### config.mk
export PLATFORM = sky130hd
export DESIGN_NAME = cjtag_scan_sequencer
export DESIGN_NICKNAME = d
export VERILOG_FILES = /design/src/rtl/cjtag_scan_sequencer.sv
export SDC_FILE = /design/constraint.sdc
export NUM_CORES = 1
export LEC_CHECK = 0
export BUFFER_PORTS_ARGS = -buffer_cell sky130_fd_sc_hd__buf_2
export CORE_UTILIZATION = 45
export CTS_BUF_LIST = sky130_fd_sc_hd__clkbuf_16
export CTS_CLUSTER_DIAMETER = 120
export DETAILED_ROUTE_END_ITERATION = 6
export PLACE_DENSITY = 0.67
export SYNTH_ARGS = -nofsm -noshare
export SYNTH_HDL_FRONTEND = slang
export SYNTH_SLANG_ARGS = --single-unit
### constraint.sdc
create_clock -name clk -period 4.3 [get_ports clk]
set_input_delay 0.215 -clock clk [delete_from_list [all_inputs] [get_ports clk]]
set_output_delay 0.215 -clock clk [all_outputs]
set_load 0.02 [all_outputs]
### src/rtl/cjtag_scan_sequencer.sv
// ---------------------------------------------------------------------------
// cjtag_scan_sequencer
//   Host-side OScan1 sequencer. Each accepted command becomes a TCKC/TMSC
//   waveform: an Online Activation Code (16 TCKC edges with TMSC high)
//   followed by a 4-bit JScan command, or a run of SF0 scan bits.
//   Each scan bit is sent as TMS then TDI, with zero stuffing on TDI.
//   The TDO bit returned by the target on TMSC is captured for each scan bit.
//
// Ports
//   clk, rst            system clock, synchronous active-high reset
//   cmd_valid/ready     command handshake from the transport FIFO
//   cmd_op              0=ACTIVATE 1=SCAN 2=DEACTIVATE 3=RAW_JSCAN
//   cmd_len             SCAN bit count (1..MAX_BITS)
//   cmd_tms/cmd_tdi     per-bit TMS/TDI, LSB first
//   cmd_jscan           JScan code for RAW_JSCAN
//   rsp_valid           one-cycle completion pulse
//   rsp_tdo, rsp_err    captured TDO / rejection flag, held until next accept
//   tckc                cJTAG clock to the pad
//   tmsc_out/tmsc_oen   TMSC drive value / drive enable (1 = host drives)
//   tmsc_in             TMSC pad input
//   oscan_on            host's view of the link: 1 = OScan1 SF0 active
//   busy                sequencer not idle
//   dbg_state           current FSM state, for checkers
//
// Handshake: a command transfers on a rising clk edge where cmd_valid and
// cmd_ready are both 1. cmd_ready is only high in IDLE, so at most one command
// is in flight. All cmd_* fields are captured on that edge, and the host may
// change them afterwards. rsp_valid is a single-cycle pulse with no ready.
// ---------------------------------------------------------------------------
module cjtag_scan_sequencer #(
  parameter int CLK_DIV  = 4,
  parameter int MAX_BITS = 32
) (
  input  logic                clk,
  input  logic                rst,
  input  logic                cmd_valid,
  output logic                cmd_ready,
  input  logic [1:0]          cmd_op,
  input  logic [5:0]          cmd_len,
  input  logic [MAX_BITS-1:0] cmd_tms,
  input  logic [MAX_BITS-1:0] cmd_tdi,
  input  logic [3:0]          cmd_jscan,
  output logic                rsp_valid,
  output logic [MAX_BITS-1:0] rsp_tdo,
  output logic                rsp_err,
  output logic                tckc,
  output logic                tmsc_out,
  output logic                tmsc_oen,
  input  logic                tmsc_in,
  output logic                oscan_on,
  output logic                busy,
  output logic [2:0]          dbg_state
);

  localparam int DW = (CLK_DIV > 1) ? $clog2(CLK_DIV) : 1;
  localparam int IW = (MAX_BITS > 1) ? $clog2(MAX_BITS) : 1;

  localparam logic [1:0] OP_ACT   = 2'd0;
  localparam logic [1:0] OP_SCAN  = 2'd1;
  localparam logic [1:0] OP_DEACT = 2'd2;

  typedef enum logic [2:0] {
    S_IDLE     = 3'd0,
    S_OAC      = 3'd1,
    S_JSCAN    = 3'd2,
    S_SCAN_DRV = 3'd3,
    S_SCAN_TDO = 3'd4,
    S_STUFF    = 3'd5,
    S_DONE     = 3'd6
  } state_t;

  state_t                r_state, w_next;
  logic [DW-1:0]         r_div;
  logic [4:0]            r_half;     // half-periods elapsed in current state
  logic                  r_tckc, r_out, r_oen, r_oscan, r_live;
  logic [1:0]            r_op;
  logic [5:0]            r_len, r_idx;
  logic [MAX_BITS-1:0]   r_tms, r_tdi, r_tdo;
  logic [3:0]            r_jscan;
  logic [2:0]            r_ones;
  logic                  r_err;

  logic                  w_active, w_tick, w_rise, w_last, w_accept, w_bad;
  logic                  w_scan_done;
  logic [4:0]            w_last_half;
  logic [3:0]            w_code;
  logic [IW-1:0]         w_bit, w_bit_next;
  logic [5:0]            w_idx_next;
  logic [2:0]            w_ones_next;

  assign w_active = (r_state == S_OAC) || (r_state == S_JSCAN) ||
                    (r_state == S_SCAN_DRV) || (r_state == S_SCAN_TDO) ||
                    (r_state == S_STUFF);
  // tckc toggles on the divider wrap; every state ends on a falling edge.
  assign w_tick   = w_active && (r_div == DW'(CLK_DIV - 1));
  assign w_rise   = w_tick && !r_tckc;

  always_comb begin
    w_last_half = 5'd1;
    case (r_state)
      S_OAC:   w_last_half = 5'd15;
      S_JSCAN: w_last_half = 5'd7;
      default: w_last_half = 5'd1;
    endcase
  end

  assign w_last      = w_tick && (r_half == w_last_half);
  assign w_accept    = cmd_valid && cmd_ready;
  assign w_bad       = !r_oscan || (cmd_len == 6'd0) || (int'(cmd_len) > MAX_BITS);
  assign w_code      = (r_op == OP_ACT) ? 4'h1 : (r_op == OP_DEACT) ? 4'h0 : r_jscan;
  assign w_bit       = r_idx[IW-1:0];
  assign w_idx_next  = r_idx + 6'd1;
  assign w_bit_next  = w_idx_next[IW-1:0];
  assign w_ones_next = r_tdi[w_bit] ? (r_ones + 3'd1) : 3'd0;
  assign w_scan_done = (w_idx_next == r_len);

  // State register
  always_ff @(posedge clk) begin
    if (rst) r_state <= S_IDLE;
    else     r_state <= w_next;
  end

  // Next-state logic
  always_comb begin
    w_next = r_state;
    case (r_state)
      S_IDLE:
        if (w_accept) begin
          if (cmd_op == OP_SCAN) w_next = w_bad ? S_DONE : S_SCAN_DRV;
          else                   w_next = S_OAC;
        end
      S_OAC:      if (w_last) w_next = S_JSCAN;
      S_JSCAN:    if (w_last) w_next = S_DONE;
      S_SCAN_DRV: if (w_last) w_next = (w_ones_next == 3'd5) ? S_STUFF : S_SCAN_TDO;
      S_STUFF:    if (w_last) w_next = S_SCAN_TDO;
      S_SCAN_TDO: if (w_last) w_next = w_scan_done ? S_DONE : S_SCAN_DRV;
      S_DONE:     w_next = S_IDLE;
      default:    w_next = S_IDLE;
    endcase
  end

  // FSM outputs
  always_comb begin
    cmd_ready = (r_state == S_IDLE) && r_live;
    busy      = (r_state != S_IDLE);
    rsp_valid = (r_state == S_DONE);
    dbg_state = r_state;
  end

  // Datapath: divider, pad drive, capture
  always_ff @(posedge clk) begin
    if (rst) begin
      r_div   <= '0;
      r_half  <= '0;
      r_tckc  <= 1'b0;
      r_out   <= 1'b0;
      r_oen   <= 1'b0;
      r_oscan <= 1'b0;
      r_live  <= 1'b0;
      r_op    <= '0;
      r_len   <= '0;
      r_idx   <= '0;
      r_tms   <= '0;
      r_tdi   <= '0;
      r_tdo   <= '0;
      r_jscan <= '0;
      r_ones  <= '0;
      r_err   <= 1'b0;
    end else begin
      r_live <= 1'b1;
      if (w_active) r_div <= w_tick ? '0 : r_div + 1'b1;
      else          r_div <= '0;
      if (w_next != r_state) r_half <= '0;
      else if (w_tick)       r_half <= r_half + 5'd1;
      if (w_tick) r_tckc <= ~r_tckc;

      case (r_state)
        S_IDLE:
          if (w_accept) begin
            r_op    <= cmd_op;
            r_len   <= cmd_len;
            r_tms   <= cmd_tms;
            r_tdi   <= cmd_tdi;
            r_jscan <= cmd_jscan;
            r_tdo   <= '0;
            r_idx   <= '0;
            r_ones  <= '0;
            r_err   <= 1'b0;
            if (cmd_op == OP_SCAN) begin
              if (w_bad) r_err <= 1'b1;
              else begin
                r_out <= cmd_tms[0];
                r_oen <= 1'b1;
              end
            end else begin
              r_out <= 1'b1;   // OAC: TMSC high for 16 edges
              r_oen <= 1'b1;
            end
          end
        S_JSCAN:
          if (w_last) begin
            r_out   <= 1'b0;
            r_oen   <= 1'b0;
            r_oscan <= (r_op == OP_ACT) ||
                       ((r_op != OP_DEACT) && ((r_jscan == 4'h1) || (r_jscan == 4'h4)));
          end else if (w_rise) begin
            // Period index is half-count/2; bit is set up for the falling edge.
            r_out <= w_code[r_half[2:1]];
          end
        S_SCAN_DRV:
          if (w_last) begin
            r_ones <= (w_ones_next == 3'd5) ? 3'd0 : w_ones_next;
            r_out  <= 1'b0;
            r_oen  <= (w_ones_next == 3'd5);   // keep driving for the stuff 0
          end else if (w_rise) begin
            r_out <= r_tdi[w_bit];
          end
        S_STUFF:
          if (w_last) begin
            r_oen  <= 1'b0;
            r_ones <= '0;
          end
        S_SCAN_TDO:
          if (w_last) begin
            r_tdo[w_bit] <= tmsc_in;
            r_idx        <= w_idx_next;
            if (!w_scan_done) begin
              r_out <= r_tms[w_bit_next];
              r_oen <= 1'b1;
            end
          end
        default: ;
      endcase
    end
  end

  assign rsp_tdo  = r_tdo;
  assign rsp_err  = r_err;
  assign tckc     = r_tckc;
  assign tmsc_out = r_out;
  assign tmsc_oen = r_oen;
  assign oscan_on = r_oscan;

endmodule

==> metrics.yaml <==
routing:
  firstDrtPassIters: 5
  wl_per_cell_um: 16.1
  wirelength_um: 16800
  drc: 0
  drtIter0Drc: 391
  detail-route-antenna-nets: 0
  via_per_inst: 5.62
  vias: 5860
global_route:
  grt_first_pass_wirelength_um: 26800
  antenna_found_initial: 0
  grt.total_usage_pct: 23.5
  grt_pass1_vias: 5378
  grt_start_max_net_pins: 81
  grt_overflow_total: 0
floorplan:
  die_w_um: 120
  die_h_um: 120
  core_um2: 13500
  initial_core_util_pct: 46.9
  ios: 123
  dieArea_um2: 14500
  rows: 42
finish:
  nFillCells: 1311
  layout.cells.non_filler: 1042
  layout-drive-gt1-share_pct: 19.4
  n_antenna_cell: 0
  syn2layout_area_growth_pct: 17.8
  fin_nets: 942
clock_tree:
  cts_sinks: 133
  htreeDepth: 4
  clkTransAtPathRegs_ps: 60
  cts-buffers-inserted: 17
  cts_root_buf: "clkbuf_16"
  cts_tree: "built"
  clk_path_buf_depth: 2
  worstSkewPairLatency_ps: 420
  hold_buffers: 0
  cts_resized: 0
  cts_setup_buffers: 0
yosys:
  syn-num-nets: 862
  yosysWarnings: 0
  synthMostInstantiatedCell: "nand2_1"
  synth_area_um2: 6310
  synth_top_cell_area_share_pct: 42.2
  synth_edf_count: 0
  synth_cell_types: 56
  synthCells: 775
  ys.flop_type: "dfxtp_1"
  synth_area_leaders: "dfxtp_1 (42%), nand2_1 (11%), a21oi_1 (9.9%)"
  ys_ff_latch: 133
  syn_avg_cell_area_um2: 8.14
  async_reset_ff_share_pct: 0
  seq_area_frac_synth_pct: 42.2
  yosysTopAreaCell: "dfxtp_1"
  synthTopCellsByCount: "nand2_1 (177), dfxtp_1 (133), a21oi_1 (125), clkbuf_1 (56), nand3_1 (44)"
worst_hold_path:
  hold_class: "input pin to flip-flop"
  hold_path_end: "r_tms[16]"
  min_from: "cmd_tms[16]"
  holdPathStages: 3
placed_design:
  dp_cells: 1012
  dp_hpwl_um: 11700
  globalplace.congestion: 0.892
  io_buffers: 122
setup_path:
  critPathMaxFanout: 12
  endpoint_kind: "flip-flop"
  crit_slowest_cell: "ha_1"
  critical_path_arrival_ps: 3430
  crit_required_ps: 4620
  timing.rr.start: "r_idx[1]"
  crit_type: "flip-flop to flip-flop"
  crit_path_start_kind: "flip-flop"
  reg2reg_to: "tmsc_out"
  path_cells: "inv_1 > ha_1 > mux2i_1 > mux4_2 > and3b_1 > o311a_1 > a211o_1 > a311oi_1"
  reg2reg_depth: 8
  ff2ff_setup_slack_ps: 1190
  cp_slowest_stage_delay_ps: 700
sta:
  min_period_over_period_pct: 72.3
  hold_viol: 0
  rsz0062_at_grt: "false"
  slew_headroom_pct: 41.5
  tightest_slew_ps: 877
  finalClockSkew_ps: 9.39
  fmax_mhz: 322
  setup_tns_ps: 0
  slew_violations: 0
  timing.hold.ws_ps: 29.3
  setup_violations: 0
  period_needed_ps: 3110
job:
  maxCapViolCount: 0
run_status:
  status: "finished, final reports clean"
power_and_ir_drop:
  p_per_area_nw_per_um2: 387
  ir_drop_mv: 0.271
  p_leak_uw: 0.00289
==> sequential cells by signal, indices dropped and copies added (netlist names) <==
register,cells
tckc,1
tmsc_out,1
rsp_err,1
oscan_on,1
r_tdi,32
r_idx,6
r_len,6
r_live,1
r_ones,3
tmsc_oen,1
r_op,2
r_half,5
r_div,2
r_jscan,4
dbg_state,3
r_tms,32
rsp_tdo,32
==> per-layer routing <==
metal | GRT usage [%] | vias up | share of wire, %
met1 | 31.2 | 2768 | 45
met4 | 9.03 | 0 | 1.6
met2 | 37.4 | 186 | 48
met5 | 0 | - | 0
li1 | - | 2884 | -
met3 | 5.05 | 22 | 5.6
==> worst max-delay path by stage <==
stage | start | end | slack [ps] | depth (start not counted)
2_1_floorplan | r_idx[1] | tmsc_out | 1250 | 11
5_1_grt | r_idx[1] | r_half[1] | 910 | 8
3_5_place_dp | r_idx[1] | tmsc_out | 1220 | 8
3_3_place_gp | r_idx[1] | tmsc_out | 1320 | 8
6_report | r_idx[1] | tmsc_out | 1190 | 8
4_1_cts | r_idx[1] | tmsc_out | 1190 | 8
==> cell type report <==
cell class	instances	area [um^2]	area share, %
clock buffer	17	425	5.72
timing repair buffer	128	658	8.85
tap	176	220	2.96
multi-input combinational	568	3360	45.2
clock inverter	13	81.3	1.09
inverter	7	26.3	0.353
sequential	133	2660	35.8
==> cell usage in the layout (no fill, tap or decap), types with 3 or more instances in the layout <==
master | synthesis | routed
nand2_1 | 177 | 176
dfxtp_1 | 133 | 133
a21oi_1 | 125 | 125
buf_2 | 7 | 121
nand3_1 | 44 | 44
o211ai_1 | 29 | 29
nor2_1 | 28 | 28
mux2i_1 | 17 | 17
clkbuf_16 | 0 | 17
inv_1 | 7 | 13
nor3_1 | 13 | 13
xor2_1 | 13 | 13
mux4_2 | 10 | 10
xnor2_1 | 9 | 9
o21ai_0 | 9 | 9
and3_1 | 9 | 8
nor2b_1 | 7 | 7
ha_1 | 7 | 7
buf_4 | 0 | 7
o22ai_1 | 6 | 6
nor4_1 | 5 | 5
a22oi_1 | 5 | 5
and3b_1 | 4 | 4
and2_1 | 3 | 3
nor3b_1 | 3 | 3
or3_1 | 3 | 3
mux2_2 | 3 | 3
clkinv_1 | 0 | 3
==> worst max-delay path, delay by kind of cell (launching register included) <==
family | cells | cell delay, ps
fa+ha+maj | 1 | 700
compound gates | 3 | 760
buf+inv | 1 | 140
mux | 2 | 760
simple gates | 1 | 180
flops | 1 | 470
==> logic make-up (layout without fill, tap and decap cells) <==
kind of cell,Yosys count,in the layout,synth area share (%)
simple gates,310,310,22.1
compound gates,195,195,18.5
flops,133,133,42.2
buf+inv,74,165,4.66
mux,32,32,7.63
xor+xnor,23,23,3.43
fa+ha+maj,8,8,1.55
==> metrics by stage <==
step	power (uW)	utilization [%]	cell area, um^2	setup WS, ps
2_1_floorplan	1540	-	6310	1250
3_5_place_dp	1640	51.5	6930	1220
4_1_cts	2890	55.3	7440	1190
3_3_place_gp	1630	51.5	6930	1320
6_report	2880	55.3	7440	1190
5_1_grt	2980	55.3	7440	908
==> power breakdown <==
part           switching [uW]  total [uW]  internal (uW)
Clock                     501        1270            764
Combinational             179         290            110
Sequential               39.4        1320           1280
(Power assumes the default switching activity.)
